<file path="config.mk">
export PLATFORM = sky130hd
export DESIGN_NAME = waveform_dm_cmd_ctrl
export DESIGN_NICKNAME = d
export VERILOG_FILES = /design/src/rtl/waveform_dm_cmd_ctrl.sv
export SDC_FILE = /design/constraint.sdc
export NUM_CORES = 1
export LEC_CHECK = 0
export BUFFER_PORTS_ARGS = -buffer_cell sky130_fd_sc_hd__buf_2
export CORE_ASPECT_RATIO = 1.1
export CORE_MARGIN = 2
export CORE_UTILIZATION = 45
export DETAILED_ROUTE_END_ITERATION = 10
export PLACE_DENSITY = 0.72
export SLEW_MARGIN = 20
export SYNTH_ARGS = -nofsm -noshare
export SYNTH_HDL_FRONTEND = slang
export SYNTH_SLANG_ARGS = --single-unit
</file>
<file path="constraint.sdc">
create_clock -name clk_in1 -period 2 [get_ports clk_in1]
set_input_delay 0.1 -clock clk_in1 [delete_from_list [all_inputs] [get_ports clk_in1]]
set_output_delay 0.1 -clock clk_in1 [all_outputs]
set_load 0.05 [all_outputs]
</file>
<file path="src/rtl/waveform_dm_cmd_ctrl.sv">
// waveform_dm_cmd_ctrl: DataMover S2MM/MM2S command issuer and status checker; define WAVEFORM_DM_LOOP_EN for MM2S looped playback via rd_loop
module waveform_dm_cmd_ch #(
  parameter int STS_TIMEOUT = 4096,
  parameter int TO_W = 16
) (
  input  logic        clk_in1,
  input  logic        aresetn,
  input  logic        req,
  input  logic        loop,
  input  logic [31:0] addr,
  input  logic [22:0] btt,
  input  logic        err_clr,
  output logic        busy,
  output logic        done,
  output logic        err,
  output logic        timeout,
  output logic [71:0] cmd_tdata,
  output logic        cmd_tvalid,
  input  logic        cmd_tready,
  input  logic [7:0]  sts_tdata,
  input  logic        sts_tvalid,
  output logic        sts_tready
);
  typedef enum logic [1:0] {IDLE, CMD, WAIT_STS} state_t;
  state_t state;
  logic [31:0] a;
  logic [22:0] b;
  logic [3:0] tag, issued;
  logic [TO_W-1:0] cnt;
  logic loop_on, ok, to_hit;
  assign ok = sts_tdata[7] & ~|sts_tdata[6:4] & (sts_tdata[3:0] == issued);
  assign to_hit = (STS_TIMEOUT != 0) && (cnt == TO_W'(STS_TIMEOUT - 1));
  assign cmd_tdata = {4'd0, tag, a, 1'b0, 1'b1, 6'd0, 1'b1, b};
  always_ff @(posedge clk_in1) begin
    if (!aresetn) begin
      state <= IDLE;
      busy <= 1'b0;
      done <= 1'b0;
      err <= 1'b0;
      timeout <= 1'b0;
      cmd_tvalid <= 1'b0;
      sts_tready <= 1'b0;
      tag <= 4'd0;
      issued <= 4'd0;
      cnt <= '0;
      a <= '0;
      b <= '0;
      loop_on <= 1'b0;
    end else begin
      done <= 1'b0;
      if (err_clr) begin
        err <= 1'b0;
        timeout <= 1'b0;
      end
      case (state)
        IDLE: if (req) begin
          if (btt != 23'd0) begin
            a <= addr;
            b <= btt;
            loop_on <= loop;
            busy <= 1'b1;
            cmd_tvalid <= 1'b1;
            state <= CMD;
          end else begin
            done <= 1'b1;
            err <= 1'b1;
          end
        end
        CMD: if (cmd_tready) begin
          cmd_tvalid <= 1'b0;
          issued <= tag;
          tag <= tag + 4'd1;
          cnt <= '0;
          sts_tready <= 1'b1;
          state <= WAIT_STS;
        end
        WAIT_STS: if (sts_tvalid) begin
          done <= 1'b1;
          sts_tready <= 1'b0;
          if (!ok) err <= 1'b1;
          if (ok && loop_on && loop) begin
            cmd_tvalid <= 1'b1;
            state <= CMD;
          end else begin
            busy <= 1'b0;
            state <= IDLE;
          end
        end else if (to_hit) begin
          done <= 1'b1;
          err <= 1'b1;
          timeout <= 1'b1;
          sts_tready <= 1'b0;
          busy <= 1'b0;
          state <= IDLE;
        end else cnt <= cnt + TO_W'(1);
        default: state <= IDLE;
      endcase
    end
  end
endmodule

module waveform_dm_cmd_ctrl #(
  parameter int STS_TIMEOUT = 4096,
  parameter int TO_W = 16
) (
  input  logic        clk_in1,
  input  logic        aresetn,
`ifdef WAVEFORM_DM_LOOP_EN
  input  logic        rd_loop,
`endif
  input  logic        wr_req,
  input  logic [31:0] wr_addr,
  input  logic [22:0] wr_btt,
  input  logic        rd_req,
  input  logic [31:0] rd_addr,
  input  logic [22:0] rd_btt,
  output logic        wr_busy,
  output logic        rd_busy,
  output logic        wr_done,
  output logic        rd_done,
  output logic        wr_err,
  output logic        rd_err,
  output logic        wr_timeout,
  output logic        rd_timeout,
  input  logic        err_clr,
  output logic [71:0] M_AXIS_S2MM_CMD_tdata,
  output logic        M_AXIS_S2MM_CMD_tvalid,
  input  logic        M_AXIS_S2MM_CMD_tready,
  output logic [71:0] M_AXIS_MM2S_CMD_tdata,
  output logic        M_AXIS_MM2S_CMD_tvalid,
  input  logic        M_AXIS_MM2S_CMD_tready,
  input  logic [7:0]  S_AXIS_S2MM_STS_tdata,
  input  logic        S_AXIS_S2MM_STS_tvalid,
  output logic        S_AXIS_S2MM_STS_tready,
  input  logic [7:0]  S_AXIS_MM2S_STS_tdata,
  input  logic        S_AXIS_MM2S_STS_tvalid,
  output logic        S_AXIS_MM2S_STS_tready
);
  logic rd_loop_on;
`ifdef WAVEFORM_DM_LOOP_EN
  assign rd_loop_on = rd_loop;
`else
  assign rd_loop_on = 1'b0;
`endif
  waveform_dm_cmd_ch #(.STS_TIMEOUT(STS_TIMEOUT), .TO_W(TO_W)) u_s2mm (
    .clk_in1(clk_in1), .aresetn(aresetn), .req(wr_req), .loop(1'b0),
    .addr(wr_addr), .btt(wr_btt), .err_clr(err_clr),
    .busy(wr_busy), .done(wr_done), .err(wr_err), .timeout(wr_timeout),
    .cmd_tdata(M_AXIS_S2MM_CMD_tdata), .cmd_tvalid(M_AXIS_S2MM_CMD_tvalid),
    .cmd_tready(M_AXIS_S2MM_CMD_tready), .sts_tdata(S_AXIS_S2MM_STS_tdata),
    .sts_tvalid(S_AXIS_S2MM_STS_tvalid), .sts_tready(S_AXIS_S2MM_STS_tready)
  );
  waveform_dm_cmd_ch #(.STS_TIMEOUT(STS_TIMEOUT), .TO_W(TO_W)) u_mm2s (
    .clk_in1(clk_in1), .aresetn(aresetn), .req(rd_req), .loop(rd_loop_on),
    .addr(rd_addr), .btt(rd_btt), .err_clr(err_clr),
    .busy(rd_busy), .done(rd_done), .err(rd_err), .timeout(rd_timeout),
    .cmd_tdata(M_AXIS_MM2S_CMD_tdata), .cmd_tvalid(M_AXIS_MM2S_CMD_tvalid),
    .cmd_tready(M_AXIS_MM2S_CMD_tready), .sts_tdata(S_AXIS_MM2S_STS_tdata),
    .sts_tvalid(S_AXIS_MM2S_STS_tvalid), .sts_tready(S_AXIS_MM2S_STS_tready)
  );
endmodule

</file>
Word level (Yosys, flattened, before mapping):

Index checks and enable logic that the tools add are counted.

* register bits after elaboration: 174
* input bits: 135
* output and inout port bits: 156
* word-level logic and storage cells: 150

* add/sub/neg operators: 4
* equal/unequal tests: 20
* muxes and demuxes: 70
* bitwise logic cells: 4
* reductions and logical operators: 28

Operators with widths (count)
* 16-bit 2-to-1 mux: 6
* 16-bit case mux with 2 select lines: 2
* 23-bit nonzero test: 2
* 1-bit 2-to-1 mux: 40
* 16-bit by 1-bit adder with 16-bit output (second input constant): 2
* 16-bit by 12-bit equality test with 1-bit output (second input constant): 2
* 4-bit AND reduction: 8
* 2-bit 2-to-1 mux: 10
* 1-bit case mux with 2 select lines: 10
* 2-bit inequality test (second input constant): 8
* 2-bit case mux with 3 select lines: 2
* 3-bit AND reduction: 4
* 2-bit nonzero test: 6
* 4-bit by 1-bit adder with 4-bit output (second input constant): 2
* 4-bit equality test: 2
* 3-bit by 2-bit inequality test with 1-bit output (second input constant): 2
* 3-bit OR reduction: 2
* 1-bit AND: 4
* 2-bit by 1-bit equality test with 1-bit output (second input constant): 2
* 2-bit equality test (second input constant): 2
* 2-bit logical NOT: 2
* 2-bit by 1-bit inequality test with 1-bit output (second input constant): 2
* 2-bit AND reduction: 2
* 1-bit logical NOT: 2

Depth between registers and ports, before layout:

Gate-level depths: netlist of run 1.

* depth after elaboration: 7
* gate-level depth with buffers: 9
* gate-level depth less buffers: 7

Cells and area by module:

From an unflattened synthesis of run 1, not the netlist that was laid out.

* cell total of the unflattened synthesis: 907
* area total of the unflattened synthesis: 7632.3 um2

By module, submodules not included
* waveform_dm_cmd_ch (u_mm2s): times used 1, cells an instance 462, area an instance 4058.9 um2, sequential area each 1761.7 um2
* waveform_dm_cmd_ch (u_s2mm): times used 1, cells an instance 444, area an instance 3569.7 um2, sequential area each 1761.7 um2
* waveform_dm_cmd_ctrl: times used 1, cells an instance 1, area an instance 3.8 um2, sequential area each 0.0 um2

Least setup slack after synthesis of run 1:

No wires, ideal clock.

* path type: reg-to-reg
* start: reg u_mm2s.state[1]
* end: reg u_mm2s.cnt[13]
* setup time: 0.071 ns
* data arrival time: 1.631 ns
* required time: 1.929 ns
* path slack: 0.299 ns
* cell stages (with the launch flop): 8
* path buffers: 0
* period minus slack after synthesis: 1.701 ns
* path through: dfxtp_1 -> inv_1 -> ha_1 -> nand2b_2 -> o211a_4 -> o21ai_2 -> or4_1 -> a21oi_1

* word-level cells in the longest chain between the ends: 3
* elaborated cells between the ends (all ways): 8
* those cells by class: eq/ne: 5; mux: 1; reduce/logical: 2

RTL lines
* start: declaration: RTL line 25 `state_t state;`
* start signal: assignment: RTL line 36 `state <= IDLE;`
* start signal: assignment: RTL line 63 `state <= CMD;`
* start signal: assignment: RTL line 75 `state <= WAIT_STS;`
* 2-bit equality test or 2-bit by 1-bit equality test with 1-bit output (tied branches): RTL line 55 `case (state)`
* 2-bit inequality test (no line) or 2-bit nonzero test (tied branches)
* 4-bit AND reduction (no line)
* end signal: assignment: RTL line 95 `end else cnt <= cnt + TO_W'(1);`
* end: declaration: RTL line 29 `logic [TO_W-1:0] cnt;`

Several ways; a longest one is shown, not always the timed one.
A chain may end at the register's enable or synchronous reset.

Final worst setup path of run 1:

* start: in wr_btt[4]
* end: reg u_s2mm.a[1]

* word-level cells in the longest chain between the ends: 2

RTL lines
* start: declaration: RTL line 113 `input logic [22:0] wr_btt,`
* 23-bit nonzero test: RTL line 57 `if (btt != 23'd0) begin`
* 3-bit AND reduction (no line)
* end signal: assignment: RTL line 58 `a <= addr;`
* end: declaration: RTL line 26 `logic [31:0] a;`

No other way between the ends.

==> impl_results.md, run 1 <==
* Worst path bufs/invs at 3
* Synth warn at 0
* I/O Pins at 291
* Crit path kind: in2reg
* Wire length on met3 at 1490 µm
* Synth Flop Type: dfxtp_1
* Yosys top cell by area: dfxtp_1
* Synth-to-layout area growth at 42.0%
* HPWL after detailed placement at 14,400 µm
* Worst Hold Class: in2reg
* Total grt overflow at 0
* Vias post-DR at 7,642
* Vias in the first global route at 7,356
* Arrival time worst endpoint at 2240 ps
* Mapped cell area at 7700 µm²
* LEAKAGE at 0.00473 µW
* Final WL at 22,200 µm
* Final period util at 95.3%
* Number of fill cells in the layout at 1,368
* Peak Freq at 525 MHz
* Core ar. at 16,900 µm²
* Top-area cell type share of the netlist area at 45.2%
* Top post-synthesis cells by area: dfxtp_1, nand2_1, a21oi_1, a21oi_2, nand2_2
* Unrepaired setup endpoints after global routing: no
* Post-synth EDFFs at 0
* Number of routed nets with antenna violations at 0
* Setup TNS at 0 ps
* Worst Skew at 8.04 ps
* Critical Path Sink Type: flop
* H-tree levels at 4
* Status: finished clean
* Starting density of the core at 45.6%
* Synthesized flop and latch total at 174
* Initial antenna violation count at 0
* Slew of the pin with the lowest slew margin at 597 ps
* Sequential area share after synthesis at 45.2%
* Max_cap viols at 0
* Diode count at 0
* DR WL met2 at 11,200 µm
* Yosys cell types at 61
* CP max-delay cell: dlygate4sd3_1
* Synth Area per Inst at 8.47 µm²
* Cells along the critical path: dlygate4sd3_1, buf_2, nor4_1, nand2_1, o211ai_4, buf_12, nand2_1, a21oi_1
* Power Dens Cells at 939 nW/µm²
* Number of vias per cell at 5.10
* Seq. cell area at 3480 µm²
* Critical Path RT at 2330 ps
* CP startpoint kind: primary input
* Reg clk slew, reported paths at 70 ps
* Clk buf depth at 2
* Total Power at 10,300 µW
* Fin area at 10,900 µm²
* Die Y at 141 µm
* Top Family by Delay on Critical Path: buffers and inverters
* Cell count after synthesis at 909
* CP peak stage delay at 540 ps
* Area after DPL at 9160 µm²
* GP Congestion at 0.850
* Global Route Usage Sum at 23.8%
* Die extent in x at 129 µm
* Drt first-iter violations at 370
* Async SR Flop Fraction at 0%
* Layout cells sized above 1 at 33.4%
* Drt wl/cell at 14.8 µm
* Setup Viol. Count Final at 0
* Layout Nets at 1,421
* Most frequent CP cell: nand2_1
* Die area at 18,200 µm²
* Buffers on Ports at 264
* Core Util, Final at 64.7%
* Crit Path Max Fanout at 27
* Drc violations at 0
* Sink Count at 174
* CTS tree: done
* Metal-1 WL at 8860 µm
* Clock Latency Late Sink at 420 ps
* Slew margin rel. at 60.2%
* Clk root buf: clkbuf_16
* Final max-slew violation count at 0
* Rows at 50
* DR top layer: met4
* Maximum VDD drop at 0.000593 V
* First-pass GRT wire length at 35,200 µm
* First-pass iteration count of the detailed router at 5
* Largest net degree at the start of global routing at 55
* Hold Violations, Final at 0
* Multi-input gate area at 3790 µm²
* Tmin final at 1910 ps
* Cts bufs inserted at 17
[state kept, by name, indices dropped and copies added (netlist names), 2 cells and up]
register / flops
u_mm2s.a: 32
u_mm2s.b: 23
u_mm2s.cnt: 16
u_mm2s.issued: 4
u_mm2s.state: 2
u_mm2s.tag: 4
u_s2mm.a: 32
u_s2mm.b: 23
u_s2mm.cnt: 16
u_s2mm.issued: 4
u_s2mm.state: 2
u_s2mm.tag: 4
[path summary, 6_finish.rpt]
kind,cells after the start,startpoint,slack (ps),end
worst min register to register,2,u_mm2s.a[17],450,u_mm2s.a[17]
worst min-delay path,4,S_AXIS_S2MM_STS_tdata[7],40,u_s2mm.err
worst max-delay path,8,wr_btt[4],90,u_s2mm.a[1]
worst max register to register,7,u_mm2s.state[0],140,u_mm2s.cnt[13]
[worst min-delay path: cells and delay by family]
kind | cells | cell delay, ps
and+or+nand+nor | 1 | 60
buffers and inverters | 1 | 100
AOI/OAI and AO/OA | 2 | 170
[cell usage in the layout, fill, tap and decap left out, types with 4 or more instances in the layout]
cell / synthesis / routed
buf_12: 4 / 7
and2_1: 6 / 6
and4_1: 6 / 6
a21oi_1: 100 / 100
o211ai_1: 8 / 8
or4_1: 6 / 6
buf_2: 18 / 264
buf_4: 32 / 20
nand3_1: 10 / 9
nor3_1: 6 / 6
inv_1: 12 / 11
ha_1: 10 / 10
o31ai_1: 6 / 6
conb_1: 2 / 26
nand4_1: 18 / 18
nand2_2: 41 / 41
dfxtp_1: 174 / 174
nand2_1: 224 / 224
nand2b_1: 6 / 6
dlygate4sd3_1: 0 / 111
xnor2_1: 14 / 14
nor4_1: 11 / 11
clkbuf_16: 0 / 17
a31oi_1: 5 / 5
nor2b_1: 4 / 4
and3_1: 7 / 7
a21oi_2: 49 / 49
xor2_1: 18 / 18
nor2_1: 34 / 34
o21ai_0: 6 / 6
inv_6: 0 / 4
[Yosys cell counts (11+ instances only)]
cell      number
xnor2_1       14
clkbuf_1      24
nand4_1       18
nor2_1        34
nand2_1      224
inv_1         12
xor2_1        18
buf_4         32
dfxtp_1      174
a21oi_1      100
a21oi_2       49
buf_2         18
nand2_2       41
nor4_1        11
[kinds of logic (layout without fill, tap and decap cells)]
family,Yosys count,count (layout),share of synthesized area (%)
compound gates,207,207,18.0
buf+inv,92,448,7.28
simple gates,391,391,24.0
mux,1,1,0.146
fa+ha+maj,10,10,1.62
other cells,2,26,0.0975
flops,174,174,45.2
xor+xnor,32,32,3.64
[metal layers]
| layer | vias up | global-route usage, % |
|---|---|---|
| met5 | - | 0 |
| met4 | 0 | 11.0 |
| met3 | 52 | 6.57 |
| met2 | 291 | 41.7 |
| met1 | 3533 | 26.7 |
| li1 | 3766 | - |
[power by group]
part	total [µW]	internal (µW)	switching [µW]
Sequential	3900	3740	161
Combinational	2940	893	2050
Clock	3430	1990	1430
Total	10300	6620	3650
[per-stage QoR]
step                hold slack [ps]  instances  setup slack, ps
floorplan                       236        933              299
CTS                            16.6       1494             10.1
global placement                339       1351              134
finish                         43.5       1497             94.5
global route                   54.1       1497             1.01
detailed placement              347       1351             21.1
[cell type report]
cell class,count,share of cell area (%)
clock inverters,14,1.66
repair buffers,404,25.1
clock buffers,18,3.92
flip-flops and latches,174,31.9
multi-input cells,667,34.6
inverters,12,0.435
well taps,208,2.38
[timing repair]
action | in CTS | in global routing
gates resized for setup | 0 | 5
buffers inserted | 0 | 3
hold endpoints to repair | 111 | 0
hold buffers | 111 | 0
endpoints found under the setup margin | 0 | 42
No activity file was read; power rests on OpenSTA's default activity.
==> run 2: changes to the inputs <==
--- a/config.mk
+++ b/config.mk
@@ -10,7 +10,8 @@
 export CORE_MARGIN = 2
 export CORE_UTILIZATION = 45
 export DETAILED_ROUTE_END_ITERATION = 10
-export PLACE_DENSITY = 0.72
+export HOLD_SLACK_MARGIN = 0.12
+export PLACE_DENSITY = 0.75
 export SLEW_MARGIN = 20
 export SYNTH_ARGS = -nofsm -noshare
 export SYNTH_HDL_FRONTEND = slang
==> constraint.sdc (replaced) <==
create_clock -name clk_in1 -period 1.75 [get_ports clk_in1]
set_input_delay 0.0875 -clock clk_in1 [delete_from_list [all_inputs] [get_ports clk_in1]]
set_output_delay 0.0875 -clock clk_in1 [all_outputs]
set_load 0.05 [all_outputs]
==> run 2 against run 1 <==
Net effect: clock skew up 3.4 ps; critical endpoint is now u_mm2s.b[19]; critical path type unchanged; non-clock buffer count up 56; largest power group unchanged; sequential power up 15%; highest routed layer unchanged; the flow now finishes with violations (negative setup slack); via count up 7.8%.
==> impl_results.md, run 2 (synthesis gave the netlist of run 1 again) <==
* I/O Pins at 291 (unchanged)
* Most common cell after layout, fill and taps aside: buf_2
* Total Power at 12,200 µW (+19%)
* Arrival time worst endpoint at 2210 ps (-30 ps)
* Seq pwr share at 36.7% (-1.3 points)
* Worst Skew at 11.4 ps (+3.39 ps)
* Clk root buf: clkbuf_16
* Worst Hold Class: in2reg
* Total grt overflow at 0 (unchanged)
* Drc violations at 0 (unchanged)
* Critical Path RT at 2100 ps (-230 ps)
* DR top layer: met4
* First-pass iteration count of the detailed router at 5 (unchanged)
* Net Sw Power at 4550 µW (+25%)
* Vias in the first global route at 7,768 (+5.6%)
* Status: finished with violations
* Layout Nets at 1,478 (+4.0%)
* Vias post-DR at 8,235 (+7.8%)
* Core ar. at 16,900 µm² (unchanged)
* LEAKAGE at 0.00516 µW (+9.2%)
* Internal power at 7670 µW (+16%)
* Number of routed nets with antenna violations at 0 (unchanged)
* Biggest regs: u_mm2s.a: 32 flops, u_s2mm.a: 32 flops
* Final WL at 26,200 µm (+18%)
* Final max-slew violation count at 0 (unchanged)
* Setup Viol. Count Final at 52 (+52)
* CP startpoint kind: primary input
* Final Non-Filler Cells at 1,555 (+3.9%)
* Hold Violations, Final at 0 (unchanged)
* Tmin final at 1850 ps
* Placed Cells incl. Taps at 1,390 (+2.9%)
* Clock power share at 31.5% (-1.8 points)
* DR WL met2 at 13,600 µm (+21%)
* Final period util at 106%
* CTS tree: done
* Initial antenna violation count at 0 (unchanged)
* First-pass GRT wire length at 37,700 µm (+7.1%)
* Die extent in x at 129 µm (unchanged)
* GP Congestion at 0.825 (-2.9%)
* Max_cap viols at 0 (unchanged)
* Worst setup margin at -104 ps (-198 ps)
* Metal-1 WL at 9760 µm (+10%)
* Worst Setup SP: rd_btt[22]
* Commonest cells after routing, fill and taps aside: buf_2, nand2_1, dfxtp_1
* Layout cells sized above 1 at 38.9% (+5.4 points)
* Power Dens Cells at 1030 nW/µm² (+9.5%)
* Reg clk slew, reported paths at 80 ps (about the same)
* Hold path start: wr_btt[21]
* FF-to-FF Start: u_mm2s.state[0]
* Crit path kind: in2reg
* Maximum VDD drop at 0.000608 V (+2.6%)
* H-tree levels at 4 (unchanged)
* Critical Path Sink Type: flop
* Sink Count at 174 (unchanged)
* Rows at 50 (unchanged)
* Largest net degree at the start of global routing at 58 (+5.5%)
* Cts bufs inserted at 17 (unchanged)
* Peak Freq at 540 MHz
* Buffers on Ports at 264 (unchanged)
* Synth-to-layout area growth at 54.3%
* Failing checks: negative setup slack
* HPWL after detailed placement at 15,100 µm (+5.3%)
* Comb pwr share at 31.8% (+3.1 points)
* Number of vias per cell at 5.30 (+3.7%)
* Drt wl/cell at 16.9 µm (+14%)
* Clk buf depth at 2 (unchanged)
* Clock Latency Late Sink at 430 ps (about the same)
* Drt first-iter violations at 482 (+30%)
* Die area at 18,200 µm² (unchanged)
* Crit Path Max Fanout at 24 (-11%)
* Starting density of the core at 45.6% (unchanged)
* Die Y at 141 µm (unchanged)
* Sw frac at 37.3% (+1.8 points)
* Wire length on met3 at 1910 µm (+29%)
* Global Route Usage Sum at 25.8% (+2.0 points)
[run 2: cell types whose count changed in the layout (fill, tap and decap cells not counted), sizes merged, moves of 2 or more]
cell / previous run / this run
inv: 17 / 20
clkbuf: 18 / 22
buf: 293 / 331
dlymetal6s4s: 0 / 6
bufinv: 3 / 1
dlygate4sd3: 111 / 118
[run 2: path summary, 6_finish.rpt]
kind / to / slack (ps) / depth (start not counted)
setup reg to reg: u_mm2s.cnt[9] / 30 / 7
setup / recovery: u_mm2s.b[19] / -100 / 10
hold / removal: u_s2mm.b[21] / 110 / 3
hold reg to reg: u_mm2s.a[3] / 450 / 2
[run 2: stage by stage]
| step | instance area [µm²] | util [%] | worst slack (ps) | TNS (ps) | hold WS (ps) |
|---|---|---|---|---|---|
| after floorplan | 7790 | - | 48.8 | 0 | 223 |
| after global placement | 9510 | 56.3 | -3.93 | -4.53 | 328 |
| after detailed placement | 9510 | 56.3 | -75.0 | -353 | 334 |
| after CTS | 11400 | 67.3 | 13.0 | 0 | 143 |
| after global routing | 11900 | 70.3 | -161 | -6350 | 100 |
| final | 11900 | 70.3 | -104 | -1900 | 109 |
[run 2: repair_timing]
| action | in CTS | in global routing |
|---|---|---|
| endpoints found under the setup margin | 10 | 143 |
| gates cloned | 1 | 5 |
| hold buffers | 124 | 0 |
| gates resized for setup | 5 | 70 |
| buffers inserted | 0 | 11 |
| endpoints found under the hold margin | 119 | 0 |
| pin swaps | 1 | 21 |
[run 2: cell type report]
type | instances | area (µm²)
Clock buffer | 17 | 425
Sequential cell | 174 | 3490
Antenna cell | 1 | 2.50
Timing Repair Buffer | 460 | 3390
Inverter | 12 | 47.5
Fill cell | 1186 | 5010
Clock inverter | 15 | 171
Multi-Input combinational cell | 668 | 4090
Tap cell | 208 | 260
[run 2: routing by layer]
layer | vias to the layer above | global-route usage [%]
li1 | 3898 | -
met1 | 3856 | 28.3
met2 | 403 | 46.8
met3 | 78 | 6.68
met4 | 0 | 10.8
met5 | - | 0
[run 2: power groups by stage]
stage / Sequential (µW) / Combinational (µW) / Clock, µW
detailed placement: 4540 / 3270 / 0
global placement: 4540 / 3230 / 0
global route: 4510 / 4100 / 4080
floorplan: 5550 / 1380 / 0
finish: 4490 / 3890 / 3850
CTS: 4460 / 3500 / 3890
[run 2: worst max-delay path, stage by stage]
cell,delay [ps]
dlygate4sd3_1,550
buf_2,160
nor4_4,350
nand4_1,180
buf_4,170
o21bai_4,130
buf_4,140
buf_12,150
nand2_1,90
a21oi_1,180
